**src/rtl/gemm_tile_sequencer.sv**
```systemverilog
// Address and tag sequencer for the tiled GEMM array. Walks M x K x N in tiles (mt outer, nt middle, kt inner),
// tags operand beats aligned to the SRAM read latency, and issues the C write once a tile's accumulation completes.
module gemm_tile_sequencer #(
    parameter int TileM         = 4,
    parameter int TileN         = 4,
    parameter int TileK         = 4,
    parameter int SizeAddrWidth = 8,
    parameter int AddrWidth     = 6,
    parameter int SramLatency   = 1,
    parameter int AccLatency    = 1
) (
    input  logic                     clk_i,
    input  logic                     rst_i,
    input  logic                     start_i,
    input  logic [SizeAddrWidth-1:0] M_size_i,
    input  logic [SizeAddrWidth-1:0] K_size_i,
    input  logic [SizeAddrWidth-1:0] N_size_i,
    output logic [AddrWidth-1:0]     sram_a_addr_o,
    output logic [AddrWidth-1:0]     sram_b_addr_o,
    output logic [AddrWidth-1:0]     sram_c_addr_o,
    output logic                     sram_c_we_o,
    output logic                     op_valid_o,
    output logic                     op_first_o,
    output logic                     op_last_o,
    output logic [TileM-1:0]         row_mask_o,
    output logic [TileN-1:0]         col_mask_o,
    output logic [TileK-1:0]         k_mask_o,
    output logic                     busy_o,
    output logic                     done_o,
    output logic                     err_o
);
    localparam int SW    = SizeAddrWidth;
    localparam int PW    = 2 * SizeAddrWidth + 1;
    localparam int LogTm = $clog2(TileM);
    localparam int LogTn = $clog2(TileN);
    localparam int LogTk = $clog2(TileK);
    localparam logic [SW-1:0] TmLow     = SW'(TileM - 1);
    localparam logic [SW-1:0] TnLow     = SW'(TileN - 1);
    localparam logic [SW-1:0] TkLow     = SW'(TileK - 1);
    localparam logic [PW-1:0] AddrSpace = PW'(2 ** AddrWidth);
    localparam logic [3:0]    DrainInit = 4'(SramLatency + AccLatency - 1);

    typedef enum logic [2:0] {S_IDLE, S_RUN, S_DRAIN, S_DONE, S_ERR} state_t;

    typedef struct packed {
        logic                 valid;
        logic                 first;
        logic                 last;
        logic [AddrWidth-1:0] c_addr;
        logic [TileM-1:0]     row_mask;
        logic [TileN-1:0]     col_mask;
        logic [TileK-1:0]     k_mask;
    } beat_t;

    state_t               state_r;
    logic [SW-1:0]        k_size_r, n_size_r;
    logic [SW-1:0]        mt_cnt_r, kt_cnt_r, nt_cnt_r;
    logic [SW-1:0]        mt_r, kt_r, nt_r;
    logic [SW-1:0]        row_rem_r, col_rem_r, k_rem_r;
    logic [AddrWidth-1:0] a_addr_r, b_addr_r, c_iss_r;
    logic                 iss_valid_r, busy_r, done_r, err_r;
    logic [3:0]           drain_r;

    logic [SW-1:0]        mt_in_s, kt_in_s, nt_in_s;
    logic [PW-1:0]        ak_s, kn_s, mn_s;
    logic                 bad_s, kt_wrap_s, nt_wrap_s, mt_wrap_s;
    beat_t                iss_s;

    // Tile counts by shift plus remainder OR-reduce, and the legality check for a new request
    always_comb begin
        mt_in_s = (M_size_i >> LogTm) + SW'(|(M_size_i & TmLow));
        kt_in_s = (K_size_i >> LogTk) + SW'(|(K_size_i & TkLow));
        nt_in_s = (N_size_i >> LogTn) + SW'(|(N_size_i & TnLow));
        ak_s    = PW'(mt_in_s) * PW'(kt_in_s);
        kn_s    = PW'(kt_in_s) * PW'(nt_in_s);
        mn_s    = PW'(mt_in_s) * PW'(nt_in_s);
        bad_s   = (M_size_i == SW'(0)) || (K_size_i == SW'(0)) || (N_size_i == SW'(0)) ||
                  (ak_s > AddrSpace) || (kn_s > AddrSpace) || (mn_s > AddrSpace);
        kt_wrap_s = (kt_r == kt_cnt_r - SW'(1));
        nt_wrap_s = (nt_r == nt_cnt_r - SW'(1));
        mt_wrap_s = (mt_r == mt_cnt_r - SW'(1));
    end

    // Tag of the beat whose addresses are on the SRAM ports this cycle
    always_comb begin
        iss_s        = beat_t'(0);
        iss_s.valid  = iss_valid_r;
        iss_s.c_addr = c_iss_r;
        if (iss_valid_r) begin
            iss_s.first = (kt_r == SW'(0));
            iss_s.last  = kt_wrap_s;
            for (int i = 0; i < TileM; i++) iss_s.row_mask[i] = (32'(row_rem_r) > 32'(i));
            for (int i = 0; i < TileN; i++) iss_s.col_mask[i] = (32'(col_rem_r) > 32'(i));
            for (int i = 0; i < TileK; i++) iss_s.k_mask[i]   = (32'(k_rem_r) > 32'(i));
        end else begin
            iss_s.first    = 1'b0;
            iss_s.last     = 1'b0;
            iss_s.row_mask = TileM'(0);
            iss_s.col_mask = TileN'(0);
            iss_s.k_mask   = TileK'(0);
        end
    end

    // Control FSM: acceptance, incremental tile walk, drain and completion
    always_ff @(posedge clk_i or posedge rst_i) begin
        if (rst_i) begin
            state_r     <= S_IDLE;
            k_size_r    <= SW'(0);
            n_size_r    <= SW'(0);
            mt_cnt_r    <= SW'(0);
            kt_cnt_r    <= SW'(0);
            nt_cnt_r    <= SW'(0);
            mt_r        <= SW'(0);
            kt_r        <= SW'(0);
            nt_r        <= SW'(0);
            row_rem_r   <= SW'(0);
            col_rem_r   <= SW'(0);
            k_rem_r     <= SW'(0);
            a_addr_r    <= AddrWidth'(0);
            b_addr_r    <= AddrWidth'(0);
            c_iss_r     <= AddrWidth'(0);
            iss_valid_r <= 1'b0;
            busy_r      <= 1'b0;
            done_r      <= 1'b0;
            err_r       <= 1'b0;
            drain_r     <= 4'd0;
        end else begin
            done_r <= 1'b0;
            err_r  <= 1'b0;
            case (state_r)
                S_IDLE: begin
                    if (start_i) begin
                        k_size_r  <= K_size_i;
                        n_size_r  <= N_size_i;
                        mt_cnt_r  <= mt_in_s;
                        kt_cnt_r  <= kt_in_s;
                        nt_cnt_r  <= nt_in_s;
                        mt_r      <= SW'(0);
                        kt_r      <= SW'(0);
                        nt_r      <= SW'(0);
                        row_rem_r <= M_size_i;
                        col_rem_r <= N_size_i;
                        k_rem_r   <= K_size_i;
                        if (bad_s) begin
                            state_r <= S_ERR;
                            done_r  <= 1'b1;
                            err_r   <= 1'b1;
                        end else begin
                            state_r     <= S_RUN;
                            busy_r      <= 1'b1;
                            iss_valid_r <= 1'b1;
                            a_addr_r    <= AddrWidth'(0);
                            b_addr_r    <= AddrWidth'(0);
                            c_iss_r     <= AddrWidth'(0);
                        end
                    end
                end
                S_RUN: begin
                    if (kt_wrap_s && nt_wrap_s && mt_wrap_s) begin
                        state_r     <= S_DRAIN;
                        iss_valid_r <= 1'b0;
                        drain_r     <= DrainInit;
                    end else if (!kt_wrap_s) begin
                        kt_r     <= kt_r + SW'(1);
                        k_rem_r  <= k_rem_r - SW'(TileK);
                        a_addr_r <= a_addr_r + AddrWidth'(1);
                        b_addr_r <= b_addr_r + AddrWidth'(nt_cnt_r);
                    end else if (!nt_wrap_s) begin
                        // next column tile: A rewinds to this row's first k tile
                        kt_r      <= SW'(0);
                        nt_r      <= nt_r + SW'(1);
                        k_rem_r   <= k_size_r;
                        col_rem_r <= col_rem_r - SW'(TileN);
                        a_addr_r  <= a_addr_r - AddrWidth'(kt_cnt_r - SW'(1));
                        b_addr_r  <= AddrWidth'(nt_r + SW'(1));
                        c_iss_r   <= c_iss_r + AddrWidth'(1);
                    end else begin
                        kt_r      <= SW'(0);
                        nt_r      <= SW'(0);
                        mt_r      <= mt_r + SW'(1);
                        k_rem_r   <= k_size_r;
                        col_rem_r <= n_size_r;
                        row_rem_r <= row_rem_r - SW'(TileM);
                        a_addr_r  <= a_addr_r + AddrWidth'(1);
                        b_addr_r  <= AddrWidth'(0);
                        c_iss_r   <= c_iss_r + AddrWidth'(1);
                    end
                end
                S_DRAIN: begin
                    if (drain_r == 4'd0) begin
                        state_r <= S_DONE;
                        done_r  <= 1'b1;
                        busy_r  <= 1'b0;
                    end else begin
                        drain_r <= drain_r - 4'd1;
                    end
                end
                S_DONE:  state_r <= S_IDLE;
                S_ERR:   state_r <= S_IDLE;
                default: state_r <= S_IDLE;
            endcase
        end
    end

    beat_t pipe_r [SramLatency];

    // Operand tag delay line matching the SRAM read latency
    always_ff @(posedge clk_i or posedge rst_i) begin
        if (rst_i) begin
            for (int j = 0; j < SramLatency; j++) pipe_r[j] <= beat_t'(0);
        end else begin
            pipe_r[0] <= iss_s;
            for (int j = 1; j < SramLatency; j++) pipe_r[j] <= pipe_r[j-1];
        end
    end

    logic                 tail_we_s;
    logic [AccLatency-1:0] acc_we_r;
    logic [AddrWidth-1:0] acc_addr_r [AccLatency];

    assign tail_we_s = pipe_r[SramLatency-1].valid & pipe_r[SramLatency-1].last;

    // C write delay line; the address stages only load on a write so the output holds the last one
    always_ff @(posedge clk_i or posedge rst_i) begin
        if (rst_i) begin
            acc_we_r <= AccLatency'(0);
            for (int j = 0; j < AccLatency; j++) acc_addr_r[j] <= AddrWidth'(0);
        end else begin
            acc_we_r[0] <= tail_we_s;
            if (tail_we_s) acc_addr_r[0] <= pipe_r[SramLatency-1].c_addr;
            for (int j = 1; j < AccLatency; j++) begin
                acc_we_r[j] <= acc_we_r[j-1];
                if (acc_we_r[j-1]) acc_addr_r[j] <= acc_addr_r[j-1];
            end
        end
    end

    assign sram_a_addr_o = a_addr_r;
    assign sram_b_addr_o = b_addr_r;
    assign sram_c_addr_o = acc_addr_r[AccLatency-1];
    assign sram_c_we_o   = acc_we_r[AccLatency-1];
    assign op_valid_o    = pipe_r[SramLatency-1].valid;
    assign op_first_o    = pipe_r[SramLatency-1].first;
    assign op_last_o     = pipe_r[SramLatency-1].last;
    assign row_mask_o    = pipe_r[SramLatency-1].row_mask;
    assign col_mask_o    = pipe_r[SramLatency-1].col_mask;
    assign k_mask_o      = pipe_r[SramLatency-1].k_mask;
    assign busy_o        = busy_r;
    assign done_o        = done_r;
    assign err_o         = err_r;
endmodule

```
**config.mk**
```make
export PLATFORM = sky130hd
export DESIGN_NAME = gemm_tile_sequencer
export DESIGN_NICKNAME = d
export VERILOG_FILES = /design/src/rtl/gemm_tile_sequencer.sv
export SDC_FILE = /design/constraint.sdc
export NUM_CORES = 1
export LEC_CHECK = 0
export CAP_MARGIN = 20
export CORE_UTILIZATION = 25
export DETAILED_ROUTE_END_ITERATION = 6
export PLACE_DENSITY = 0.5
export SKIP_LAST_GASP = 1
export SLEW_MARGIN = 25
export SYNTH_ARGS = -nofsm -noshare
export SYNTH_HDL_FRONTEND = slang
export SYNTH_SLANG_ARGS = --single-unit
```
**constraint.sdc**
```tcl
create_clock -name clk_i -period 6.6 [get_ports clk_i]
set_clock_uncertainty 0.1 [all_clocks]
set_input_delay 0.99 -clock clk_i [delete_from_list [all_inputs] [get_ports clk_i]]
set_output_delay 0.99 -clock clk_i [all_outputs]
set_load 0.01 [all_outputs]
```
== Word-level counts from Yosys, hierarchy flattened ==
Cells that the tools add are included.
Cells by class
  $add $sub $neg: 17
  multipliers: 3
  order comparisons: 15
  eq/ne operators: 13
  muxes and demuxes: 60
  bitwise logic cells: 1
  reductions and logical operators: 29
Operator list (count)
  8-bit two-way mux: 20
  8-bit one-hot mux with 2 select lines: 6
  6-bit two-way mux: 10
  8-bit by 1-bit greater-than comparator with 1-bit output, second input constant: 6
  8-bit by 2-bit greater-than comparator with 1-bit output, second input constant: 6
  14-bit by 7-bit greater-than comparator with 1-bit output, second input constant: 3
  7-bit by 7-bit multiplier with 14-bit output: 3
  6-bit one-hot mux with 2 select lines: 3
  8-bit zero test: 4
  8-bit by 1-bit adder with 8-bit output, second input constant: 3
  8-bit equality test: 3
  8-bit by 1-bit subtractor with 8-bit output, second input constant: 3
  8-bit by 3-bit subtractor with 8-bit output, second input constant: 3
  6-bit by 1-bit adder with 7-bit output: 3
  2-bit != test, second input constant: 8
  4-bit AND reduction: 4
  6-bit by 1-bit adder with 6-bit output, second input constant: 2
  12-bit two-way mux: 1
  3-bit two-way mux: 4
  5-bit AND reduction: 2
  3-bit one-hot mux with 3 select lines: 1
  3-bit AND reduction: 3
  1-bit two-way mux: 8
  4-bit two-way mux: 2
  other kinds (16): 27
Word-level totals
  register bits: 145
  input port bits: 27
  output and inout bits: 37
  word-level logic and storage cells: 167

== Longest topological paths before layout ==
Gate-level depths: netlist of run 1.
  depth after elaboration: 10
  gate-level depth with buffers: 27
  gate-level depth less buffers: 24

== Worst setup path before layout of run 1 ==
Ideal clock, no wire load.
  path type: in2reg
  start: input M_size_i[1]
  end: register a_addr_r[2] (netlist: sram_a_addr_o[2])
  library setup time: 126 ps
  arrival: 7084 ps
  required time: 6374 ps
  path slack: -710 ps
  stages: 26
  path buffers: 2
  cells stage by stage: or2_2 ha_1 ha_1 and3_1 clkbuf_1 xnor2_1 nor2_1 fa_1 inv_1 fa_1 inv_1 fa_1 inv_1 fa_1 inv_1 ha_1 buf_6 a21o_1 a22oi_1 nand2b_1 o211a_1 a2111oi_1 nand4_1 nor4_4 a21oi_4 a221o_1
On the way
  word-level cells in the longest chain between the ends: 9
  elaborated cells between the ends (all ways): 14
  classes of those cells: add/sub: 1; mul: 2; order compare: 2; eq/ne: 1; reduce/logical: 8
Ends and longest elaborated chain
  start: declaration: RTL line 15  | input logic [SizeAddrWidth-1:0] M_size_i,
  2-bit OR reduction: RTL line 71  | mt_in_s = (M_size_i >> LogTm) + SW'(|(M_size_i & TmLow));
  6-bit by 1-bit adder with 7-bit output: RTL line 71
  7-bit by 7-bit multiplier with 14-bit output: RTL line 74  | ak_s = PW'(mt_in_s) * PW'(kt_in_s);
  14-bit by 7-bit greater-than comparator with 1-bit output: RTL line 78  | (ak_s > AddrSpace) || (kn_s > AddrSpace) || (mn_s > AddrSpace);
  1-bit logical OR: RTL line 77  | bad_s = (M_size_i == SW'(0)) || (K_size_i == SW'(0)) || (N_size_i == SW'(0)) ||
  1-bit logical OR: RTL line 78
  1-bit logical OR (*): RTL line 78
  2-bit != test (no line) (*)
  4-bit AND reduction (no line) (*)
  end signal: assignment: RTL line 119  | a_addr_r <= AddrWidth'(0);
  end signal: assignment: RTL line 152  | a_addr_r <= AddrWidth'(0);
  end signal: assignment: RTL line 166  | a_addr_r <= a_addr_r + AddrWidth'(1);
  end: declaration: RTL line 60  | logic [AddrWidth-1:0] a_addr_r, b_addr_r, c_iss_r;
Mark *: on every way between the ends. The rest lies on a longest branch, timed or not.
A chain may end at the register's enable or synchronous reset.

== Worst setup path after layout of run 1 ==
  start: input K_size_i[1]
  end: register b_addr_r[2] (netlist: sram_b_addr_o[2])
On the way
  word-level cells in the longest chain between the ends: 9
  elaborated cells between the ends (all ways): 14
  classes of those cells: add/sub: 1; mul: 2; order compare: 2; eq/ne: 1; reduce/logical: 8
Ends and longest elaborated chain
  start: declaration: RTL line 16  | input logic [SizeAddrWidth-1:0] K_size_i,
  2-bit OR reduction: RTL line 72  | kt_in_s = (K_size_i >> LogTk) + SW'(|(K_size_i & TkLow));
  6-bit by 1-bit adder with 7-bit output: RTL line 72
  7-bit by 7-bit multiplier with 14-bit output: RTL line 74
  14-bit by 7-bit greater-than comparator with 1-bit output: RTL line 78
  1-bit logical OR: RTL line 77
  1-bit logical OR (*) (2 in a row): RTL line 78
  2-bit != test (no line) (*)
  4-bit AND reduction (no line) (*)
  end signal: assignment: RTL line 120  | b_addr_r <= AddrWidth'(0);
  end signal: assignment: RTL line 153  | b_addr_r <= AddrWidth'(0);
  end signal: assignment: RTL line 167  | b_addr_r <= b_addr_r + AddrWidth'(nt_cnt_r);
  end: declaration: RTL line 60
Marked as above.

==> results.txt, run 1 <==
status: finished with violations
failing checks: setup timing
FF-to-FF Start: kt_cnt_r[0]
DRT antenna net count: 0
final wirelength: 37400 um
CTS Root Cell: clkbuf_16
Setup WS pre-CTS: -1.607 ns
I/O Pins: 64
Seq/Total Area, Yosys: 0.2734
final setup margin: -0.1336 ns
RePlAce Congestion: 0.8602
clk_lat worst skew: 0.42 ns
WL/cell: 15.89 um
Hold WC Path Type: register to register
asr flop ratio synth: 1.000
actual transition at the worst max-transition pin: 1.040 ns
worst setup path class: primary input to register
Syn Nets: 1689
pwr dens: 282.6 mW/mm^2
final hold vios: 0
Vert. Die Dim: 230.0 um
Crit path depth: 28
Hold-fix buffers, CTS: 0
fraction of layout cells with a size suffix above 1: 0.2170
Fmax: 148.5 MHz
Syn-to-layout area delta: 30.97%
MaxCap Viol Count: 0
post-synth top area share: 0.2734
Critical Path RT: 6.79 ns
port bufs: 63
iteration-0 DRC count of the detailed router: 638
min cycle time layout: 6.734 ns
largest net degree at the start of global routing: 95
element type at the critical path start: primary input
GRT Util Overall: 0.1462
fin crit share: 1.020
Final setup violation count: 19
Post-synth top cells: nand2_1 (167), dfrtp_1 (142), nor2_1 (133)
clk slew on worst S/H paths: 0.06 ns
Num Clock Sinks: 142
FP Rows: 83
ANT cells: 0
arrival time at the worst endpoint: 6.92 ns
static leakage: 7.866 nW
total grt overflow: 0
Initial Util: 0.2534
mapped cell area: 0.01300 mm^2
Worst path max stage delay: 0.54 ns
number of global-route vias before repair: 11259
clock buffer depth: 2
R2R setup slack: 2.57 ns
DRC Markers: 0
setup TNS: -1.290 ns
Gate Count Post-Synth: 1462
CTS H-tree lvls: 4
global-route wire length before repair: 62020 um
mean post-synth cell area: 8.891 um^2
CTS tree: done
critical path's top delay family: adder cells
hpwl dp: 29110 um
synth unique cells: 88
Peak VDD IR: 0.0001447 V
Syn. warnings: 0
CORE AREA: 0.05130 mm^2
Final #Nets: 1887
Die X: 230.0 um
FF-to-FF End: row_rem_r[4]
Final Util: 0.3318
worst r2r path cells: 10
CP endpoint kind: register
synth top area cells: dfrtp_1 (27%), ha_1 (12%), fa_1 (11%), nand2_1 (4.8%), nor2_1 (3.8%)
worst setup path startpoint: K_size_i[1]
die outline area: 0.05291 mm^2
area leader, netlist: dfrtp_1
#FFs+latches synth: 142
relative slew slack: 0.3042
initial antenna violation count: 1
fin. max-slew vios: 0
worst path bufs/invs: 8
Fillers: 5330
Num CTS Buffers: 17
CP Max Fanout: 8
DR vias: 11034
RSZ-0062 raised after global routing: true
drt pass-1 iters: 5
DR vias/cell: 4.689
capture point of the worst path: sram_b_addr_o[2]
number of flops mapped to enable cells by yosys: 0
Post-synth top flop: dfrtp_1
Crit-path slowest cell: fa_1
most frequent cell after synthesis: nand2_1
metrics by stage:
stage | std cells | hold WS, ns | total power [mW] | instance area [um^2]
floorplan | 1462 | 0.3129 | 2.667 | 13260
global placement | 2291 | 0.3436 | 3.477 | 15590
detailed placement | 2291 | 0.3386 | 3.516 | 15590
CTS | 2342 | 0.3550 | 4.822 | 16860
global route | 2353 | 0.3903 | 5.179 | 17020
finish | 2353 | 0.3654 | 4.810 | 17020
metal layers:
metal / share of wire / GRT usage
met4: 0.019 / 0.04139
met3: 0.028 / 0.01538
met1: 0.48 / 0.2014
met5: 0 / 0
met2: 0.47 / 0.2411
cell families after synthesis:
kind of cell / synth area share
flip-flops: 0.2734
AND/OR/NAND/NOR: 0.2063
multiplexers: 0.01781
XOR/XNOR: 0.06372
buffers and inverters: 0.05968
adder cells (fa/ha/maj): 0.2352
AO/OA/AOI/OAI: 0.1439
worst min path at each step:
stage                 endpoint  slack, ns       start  depth (start not counted)
floorplan           pipe_r[12]       0.31  c_iss_r[0]                          0
detailed placement  pipe_r[17]       0.34  c_iss_r[5]                          0
finish              pipe_r[17]       0.37  c_iss_r[5]                          0
global placement    pipe_r[17]       0.34  c_iss_r[5]                          0
CTS                 pipe_r[17]       0.36  c_iss_r[5]                          0
global route        pipe_r[12]       0.39  c_iss_r[0]                          0
placed cells by master (no fill, tap or decap), types with 8 or more instances in the layout:
| cell | n |
|---|---|
| nor3_1 | 31 |
| buf_6 | 22 |
| a21oi_1 | 61 |
| a21o_1 | 24 |
| a211oi_1 | 9 |
| o21ai_0 | 65 |
| buf_4 | 178 |
| mux2_2 | 8 |
| xnor2_1 | 41 |
| dlygate4sd2_1 | 8 |
| clkdlybuf4s50_1 | 45 |
| nor3b_1 | 8 |
| and2_1 | 35 |
| nor2b_1 | 33 |
| fa_1 | 73 |
| nand3_1 | 23 |
| o21ai_1 | 20 |
| and3_1 | 10 |
| nor2_1 | 130 |
| clkbuf_16 | 17 |
| ha_1 | 109 |
| inv_1 | 92 |
| xor2_1 | 36 |
| nand4_1 | 9 |
| dfrtp_1 | 142 |
| or3_1 | 8 |
| ha_4 | 17 |
| nand2b_1 | 16 |
| o211ai_1 | 12 |
| mux2i_1 | 13 |
| nand2_1 | 162 |
worst register-to-register path, cell delays in order (launching register included):
cell and delay (ns):
dfrtp_1 0.41, inv_1 0.14, ha_1 0.21, nor3b_1 0.38, o211a_1 0.22, o2111ai_1 0.15, a211oi_4 0.84, o22a_1 0.70
nand2_2 0.40, o21ai_0 0.25, o21ai_0 0.10
power by group:
part           internal (mW)  total (mW)  switching [mW]
logic                   1.34        2.65            1.32
clock network          0.644        1.03           0.385
registers              0.989        1.13           0.138
total                   2.97        4.81            1.84
sequential cells by signal, indices dropped and copies added (netlist names), 3 cells and up:
| name | cells |
|---|---|
| k_rem_r | 8 |
| sram_a_addr_o | 6 |
| row_mask_o | 4 |
| k_size_r | 8 |
| nt_r | 8 |
| kt_cnt_r | 7 |
| k_mask_o | 4 |
| mt_r | 8 |
| sram_c_addr_o | 6 |
| sram_b_addr_o | 6 |
| drain_r | 4 |
| state_r | 3 |
| col_rem_r | 8 |
| mt_cnt_r | 7 |
| n_size_r | 8 |
| nt_cnt_r | 7 |
| c_iss_r | 6 |
| row_rem_r | 8 |
| pipe_r | 6 |
| kt_r | 8 |
| col_mask_o | 4 |
cell type report:
class / count / area (um^2) / area share
clock inverters: 13 / 190.2 / 0.01117
flip-flops and latches: 142 / 3553 / 0.2087
inverters: 101 / 384.1 / 0.02256
repair buffers: 260 / 2195 / 0.1289
multi-input cells: 1138 / 9408 / 0.5526
well taps: 680 / 850.8 / 0.04998
clock buffers: 19 / 442.9 / 0.02602
timing repair:
item | in CTS | in global routing
hold endpoints to repair | 0 | 0
gates resized for setup | 120 | 21
pin swaps | 74 | 36
setup endpoints to repair | 24 | 24
setup buffers | 19 | 11
No activity file was read; power rests on OpenSTA's default activity.
==> run 2: changes to the inputs <==
--- a/config.mk
+++ b/config.mk
@@ -7,6 +7,7 @@
 export LEC_CHECK = 0
 export CAP_MARGIN = 20
 export CORE_UTILIZATION = 25
+export CTS_CLUSTER_DIAMETER = 80
 export DETAILED_ROUTE_END_ITERATION = 6
 export PLACE_DENSITY = 0.5
 export SKIP_LAST_GASP = 1
==> constraint.sdc (replaced) <==
create_clock -name clk_i -period 6.8 [get_ports clk_i]
set_clock_uncertainty 0.1 [all_clocks]
set_input_delay 1.02 -clock clk_i [delete_from_list [all_inputs] [get_ports clk_i]]
set_output_delay 1.02 -clock clk_i [all_outputs]
set_load 0.01 [all_outputs]
==> run 2 against run 1 <==
- total power down 3.5%
- via count decreased by 1.1%
- first-iteration DRC count fell by 7.1%
- clock-buffer cell count up 4
- highest routed layer unchanged
- flip-flop and latch count unchanged
- the run now ends clean
- critical path type unchanged
- routed wire length shrank 2.2%
- non-clock buffer count shrank 12
- clock power is essentially flat
- sequential share of layout area increased by 0.26 points
==> results.txt, run 2 (same netlist as run 1, synthesis figures left out) <==
global-route wire length before repair: 60230 um
die outline area: 0.05291 mm^2
Die X: 230.0 um
RSZ-0062 raised after global routing: true
clk slew on worst S/H paths: 0.06 ns
Hold-fix buffers, CTS: 0
clock buffer depth: 2
total grt overflow: 0
CORE AREA: 0.05130 mm^2
Vert. Die Dim: 230.0 um
hpwl dp: 28650 um
element type at the critical path start: primary input
Setup WS pre-CTS: -1.402 ns
Final #Nets: 1875
Syn-to-layout area delta: 29.34%
Initial Util: 0.2534
setup TNS: 0 ns
GR Util met3: 0.01290
worst hold path cell count: 0
worst setup path startpoint: N_size_i[0]
port bufs: 63
arrival time at the worst endpoint: 6.83 ns
final setup margin: 0.1666 ns
DR vias: 10911
final hold vios: 0
most frequent cells in the layout: buf_4 (172), nand2_1 (163), dfrtp_1 (142)
worst hold margin: 0.3576 ns
CTS H-tree lvls: 4
GRT Util Overall: 0.1426
met1 Use GR: 0.1877
I/O Pins: 64
Worst path max stage delay: 0.55 ns
DRT antenna net count: 0
DRC Markers: 0
MaxCap Viol Count: 0
CTS Root Cell: clkbuf_16
FF-to-FF End: row_rem_r[4]
WL/cell: 15.63 um
final wirelength: 36580 um
Critical Path RT: 6.99 ns
actual transition at the worst max-transition pin: 0.8573 ns
CP Max Fanout: 6
relative slew slack: 0.4285
worst r2r path cells: 11
RePlAce Congestion: 0.8687
cell count after placement: 2285
fin crit share: 0.9755
R2R setup slack: 3.24 ns
fin. max-slew vios: 0
Num Clock Sinks: 142
Crit-path slowest cell: fa_1
Fillers: 5347
Min-Delay Endpoint: pipe_r[17]
drt pass-1 iters: 7
Hold WC Path Type: register to register
status: finished, final reports clean
fraction of layout cells with a size suffix above 1: 0.2089
most common cell after layout, fill and taps aside: buf_4
DP Area: 0.01552 mm^2
Fmax: 150.8 MHz
fin area: 0.01681 mm^2
initial antenna violation count: 0
most crowded layer after global routing: met2
CTS tree: done
met2 usage: 0.2396
Peak VDD IR: 0.0002008 V
largest net degree at the start of global routing: 91
PnR Total Power: 4.643 mW
number of global-route vias before repair: 11089
Non-Filler Instances: 2341
ANT cells: 0
FP Rows: 83
Final setup violation count: 0
iteration-0 DRC count of the detailed router: 593
DR vias/cell: 4.661
worst setup path class: primary input to register
pwr dens: 276.1 mW/mm^2
FF-to-FF Start: kt_cnt_r[0]
static leakage: 7.810 nW
clk_lat worst skew: 0.44 ns
hold path start: c_iss_r[5]
min cycle time layout: 6.633 ns
CP endpoint kind: register
Final Util: 0.3277
Most common cell on crit path: buf_4
Num CTS Buffers: 17
## run 2: cell count changes in the layout (fill, tap and decap cells not counted), moves of 4 or more
cell,change
a21oi_2,+4
nor2_1,-4
clkbuf_8,+4
buf_2,+4
and3_4,-4
o2bb2ai_2,-6
o2bb2ai_1,+5
buf_4,-6
o21ai_1,-4
buf_6,-12
clkinv_4,-6
## run 2: per-layer routing
| layer | up-vias | part of all wire |
|---|---|---|
| li1 | 5350 | - |
| met1 | 5355 | 0.46 |
| met2 | 143 | 0.49 |
| met3 | 63 | 0.018 |
| met4 | 0 | 0.031 |
| met5 | - | 0 |
## run 2: area by class of cell
cell class | instances | area, um^2 | area share
multi-input combinational | 1138 | 9304 | 0.5534
sequential | 142 | 3553 | 0.2114
timing repair buffer | 248 | 2068 | 0.1230
tap | 680 | 850.8 | 0.05061
clock buffer | 23 | 498.0 | 0.02962
inverter | 101 | 384.1 | 0.02285
clock inverter | 9 | 153.9 | 0.009154
## run 2: critical path, delay by kind of cell
family                   cells  cell delay [ns]
adder cells (fa/ha/maj)      7             2.28
buffers and inverters       12             1.49
AO/OA/AOI/OAI                6             1.04
AND/OR/NAND/NOR              4             0.85
XOR/XNOR                     1             0.12
## run 2: repair_timing
action | CTS | global route
endpoints found under the hold margin | 0 | 0
gates resized for setup | 90 | 40
pin swaps | 59 | 31
endpoints found under the setup margin | 24 | 22
buffers inserted | 16 | 8
## run 2: how the worst max path moves through the flow
stage | to | slack (ns) | depth (start not counted)
2_1_floorplan | sram_a_addr_o[2] | 0.008 | 26
3_3_place_gp | sram_a_addr_o[1] | -1.40 | 26
3_5_place_dp | sram_a_addr_o[1] | -1.40 | 26
4_1_cts | sram_a_addr_o[1] | 0.003 | 28
5_1_grt | sram_b_addr_o[5] | -0.08 | 28
6_report | sram_b_addr_o[5] | 0.17 | 30
## run 2: power by group
| group | total (mW) | internal (mW) | switching [mW] | leakage, nW |
|---|---|---|---|---|
| sequential | 1.08 | 0.960 | 0.122 | 1.77 |
| combinational | 2.54 | 1.29 | 1.25 | 5.72 |
| clock | 1.02 | 0.662 | 0.362 | 0.316 |
==> run 3: changes to the inputs <==
--- a/config.mk
+++ b/config.mk
@@ -8,7 +8,9 @@
 export CAP_MARGIN = 20
 export CORE_UTILIZATION = 25
 export CTS_CLUSTER_DIAMETER = 80
+export CTS_CLUSTER_SIZE = 10
 export DETAILED_ROUTE_END_ITERATION = 6
+export GPL_TIMING_DRIVEN = 0
 export PLACE_DENSITY = 0.5
 export SKIP_LAST_GASP = 1
 export SLEW_MARGIN = 25
==> run 3 against run 2 <==
- the flow now finishes with violations (setup timing)
- combinational power down 7%
- critical endpoint is now sram_a_addr_o[4]
- clock power increased by 9%
- total power fell by 2.1%
- die area unchanged
- first-iteration DRC count grew 13%
- register-to-register slack better by 0.04 ns
- setup slack worse by 0.17 ns
- flip-flop and latch count is the same
- via count decreased by 0.50%
- fmax is 2.6% lower
- routed wire length grew 7.4%
- non-clock buffer count decreased by 69
==> results.txt, run 3 (same netlist as run 1, synthesis figures left out) <==
status: finished with violations
failing checks: setup timing
Num Clock Sinks: 142
Hold WC Path Type: register to register
clock buffer depth: 2
met1 Use GR: 0.1908
arrival time at the worst endpoint: 7.04 ns
WL/cell: 17.28 um
Most common cell on crit path: fa_1
most crowded layer after global routing: met2
fraction of layout cells with a size suffix above 1: 0.1626
RSZ-0062 raised after global routing: true
Hold-fix buffers, CTS: 0
Fmax: 146.9 MHz
critical path's top delay family: adder cells
Num CTS Buffers: 17
Syn-to-layout area delta: 25.84%
FP Rows: 83
hpwl dp: 29830 um
min cycle time layout: 6.808 ns
MaxCap Viol Count: 0
clk_lat worst skew: 0.44 ns
Vert. Die Dim: 230.0 um
CTS H-tree lvls: 4
Non-Filler Instances: 2273
GRT Util Overall: 0.1511
Final #Nets: 1807
CTS tree: done
relative slew slack: 0.3522
number of global-route vias before repair: 10900
fin. max-slew vios: 0
pwr dens: 277.9 mW/mm^2
Fillers: 5361
DRT antenna net count: 0
Critical Path RT: 7.03 ns
RePlAce Congestion: 0.8388
die outline area: 0.05291 mm^2
most frequent cells in the layout: nand2_1 (166), dfrtp_1 (142), nor2_1 (129)
final setup margin: -0.007802 ns
ANT cells: 0
Initial Util: 0.2534
Worst path max stage delay: 0.55 ns
largest net degree at the start of global routing: 79
DR vias: 10856
actual transition at the worst max-transition pin: 0.9582 ns
Die X: 230.0 um
drt pass-1 iters: 5
port bufs: 57
total grt overflow: 0
static leakage: 7.375 nW
worst hold path cell count: 0
CP endpoint kind: register
initial antenna violation count: 2
met2 usage: 0.2600
I/O Pins: 64
Final setup violation count: 3
Final Util: 0.3189
Peak VDD IR: 0.0001887 V
worst path bufs/invs: 6
final wirelength: 39280 um
worst setup path class: primary input to register
FF-to-FF Start: kt_cnt_r[0]
iteration-0 DRC count of the detailed router: 670
cell count after placement: 2200
DR vias/cell: 4.776
GR Util met3: 0.01873
CORE AREA: 0.05130 mm^2
worst r2r path cells: 12
FF-to-FF End: c_iss_r[2]
CTS Root Cell: clkbuf_16
R2R setup slack: 3.28 ns
hold path start: c_iss_r[5]
clk slew on worst S/H paths: 0.06 ns
Min-Delay Endpoint: pipe_r[17]
CP Max Fanout: 5
global-route wire length before repair: 62220 um
Crit-path slowest cell: fa_1
DRC Markers: 0
fin crit share: 1.001
element type at the critical path start: primary input
worst hold margin: 0.3575 ns
most common cell after layout, fill and taps aside: nand2_1
final hold vios: 0
[run 3: cell count changes in the layout (fill, tap and decap cells not counted), moves of 5 or more]
cell | before | now
xor2_4 | 2 | 8
o2bb2ai_1 | 5 | 0
dlygate4sd2_1 | 9 | 3
buf_2 | 4 | 17
buf_4 | 172 | 59
o2bb2ai_2 | 0 | 5
clkbuf_1 | 1 | 30
clkbuf_2 | 3 | 10
[run 3: timing repair]
| action | in CTS | in global routing |
|---|---|---|
| gates resized for setup | 130 | 46 |
| endpoints found under the setup margin | 24 | 24 |
| buffers inserted | 37 | 12 |
| gates cloned | 2 | 0 |
| pin swaps | 48 | 48 |
[run 3: worst max path at each step]
| stage | startpoint | end | slack [ns] | cells after the start |
|---|---|---|---|---|
| finish | M_size_i[1] | sram_a_addr_o[4] | -0.008 | 26 |
| global route | M_size_i[1] | sram_a_addr_o[2] | -0.18 | 26 |
| CTS | N_size_i[0] | sram_a_addr_o[4] | -0.15 | 27 |
| detailed placement | K_size_i[1] | c_iss_r[2] | -2.74 | 27 |
| global placement | K_size_i[1] | c_iss_r[2] | -2.72 | 27 |
| floorplan | M_size_i[0] | sram_a_addr_o[2] | 0.008 | 26 |
[run 3: final cells by class]
class | instances | area, um^2 | share of cell area
tap | 680 | 850.8 | 0.05201
timing repair buffer | 108 | 964.7 | 0.05897
clock inverter | 11 | 235.2 | 0.01438
inverter | 101 | 386.6 | 0.02363
buffer | 71 | 431.7 | 0.02639
clock buffer | 21 | 460.4 | 0.02815
multi-input combinational | 1139 | 9475 | 0.5792
sequential | 142 | 3553 | 0.2172
[run 3: per-stage QoR]
step           setup slack (ns)  cell area [um^2]  power [mW]  setup TNS (ns)
3_5_place_dp             -2.741             14680       3.156          -62.68
6_report              -0.007802             16360       4.546        -0.02194
4_1_cts                 -0.1512             16160       4.477          -1.677
3_3_place_gp             -2.718             14640       3.121         -121.00
2_1_floorplan          0.007757             13220       2.567               0
5_1_grt                 -0.1841             16360       4.882          -2.975
[run 3: power breakdown]
| group | switching, mW | internal, mW | total (mW) |
|---|---|---|---|
| Sequential | 0.114 | 0.960 | 1.07 |
| Combinational | 1.26 | 1.10 | 2.36 |
| Clock | 0.366 | 0.742 | 1.11 |
[run 3: per-layer routing]
layer,routed length [um],up-vias
met4,1146,0
li1,-,5224
met3,1151,61
met1,17410,5356
met2,19570,215
met5,0,-
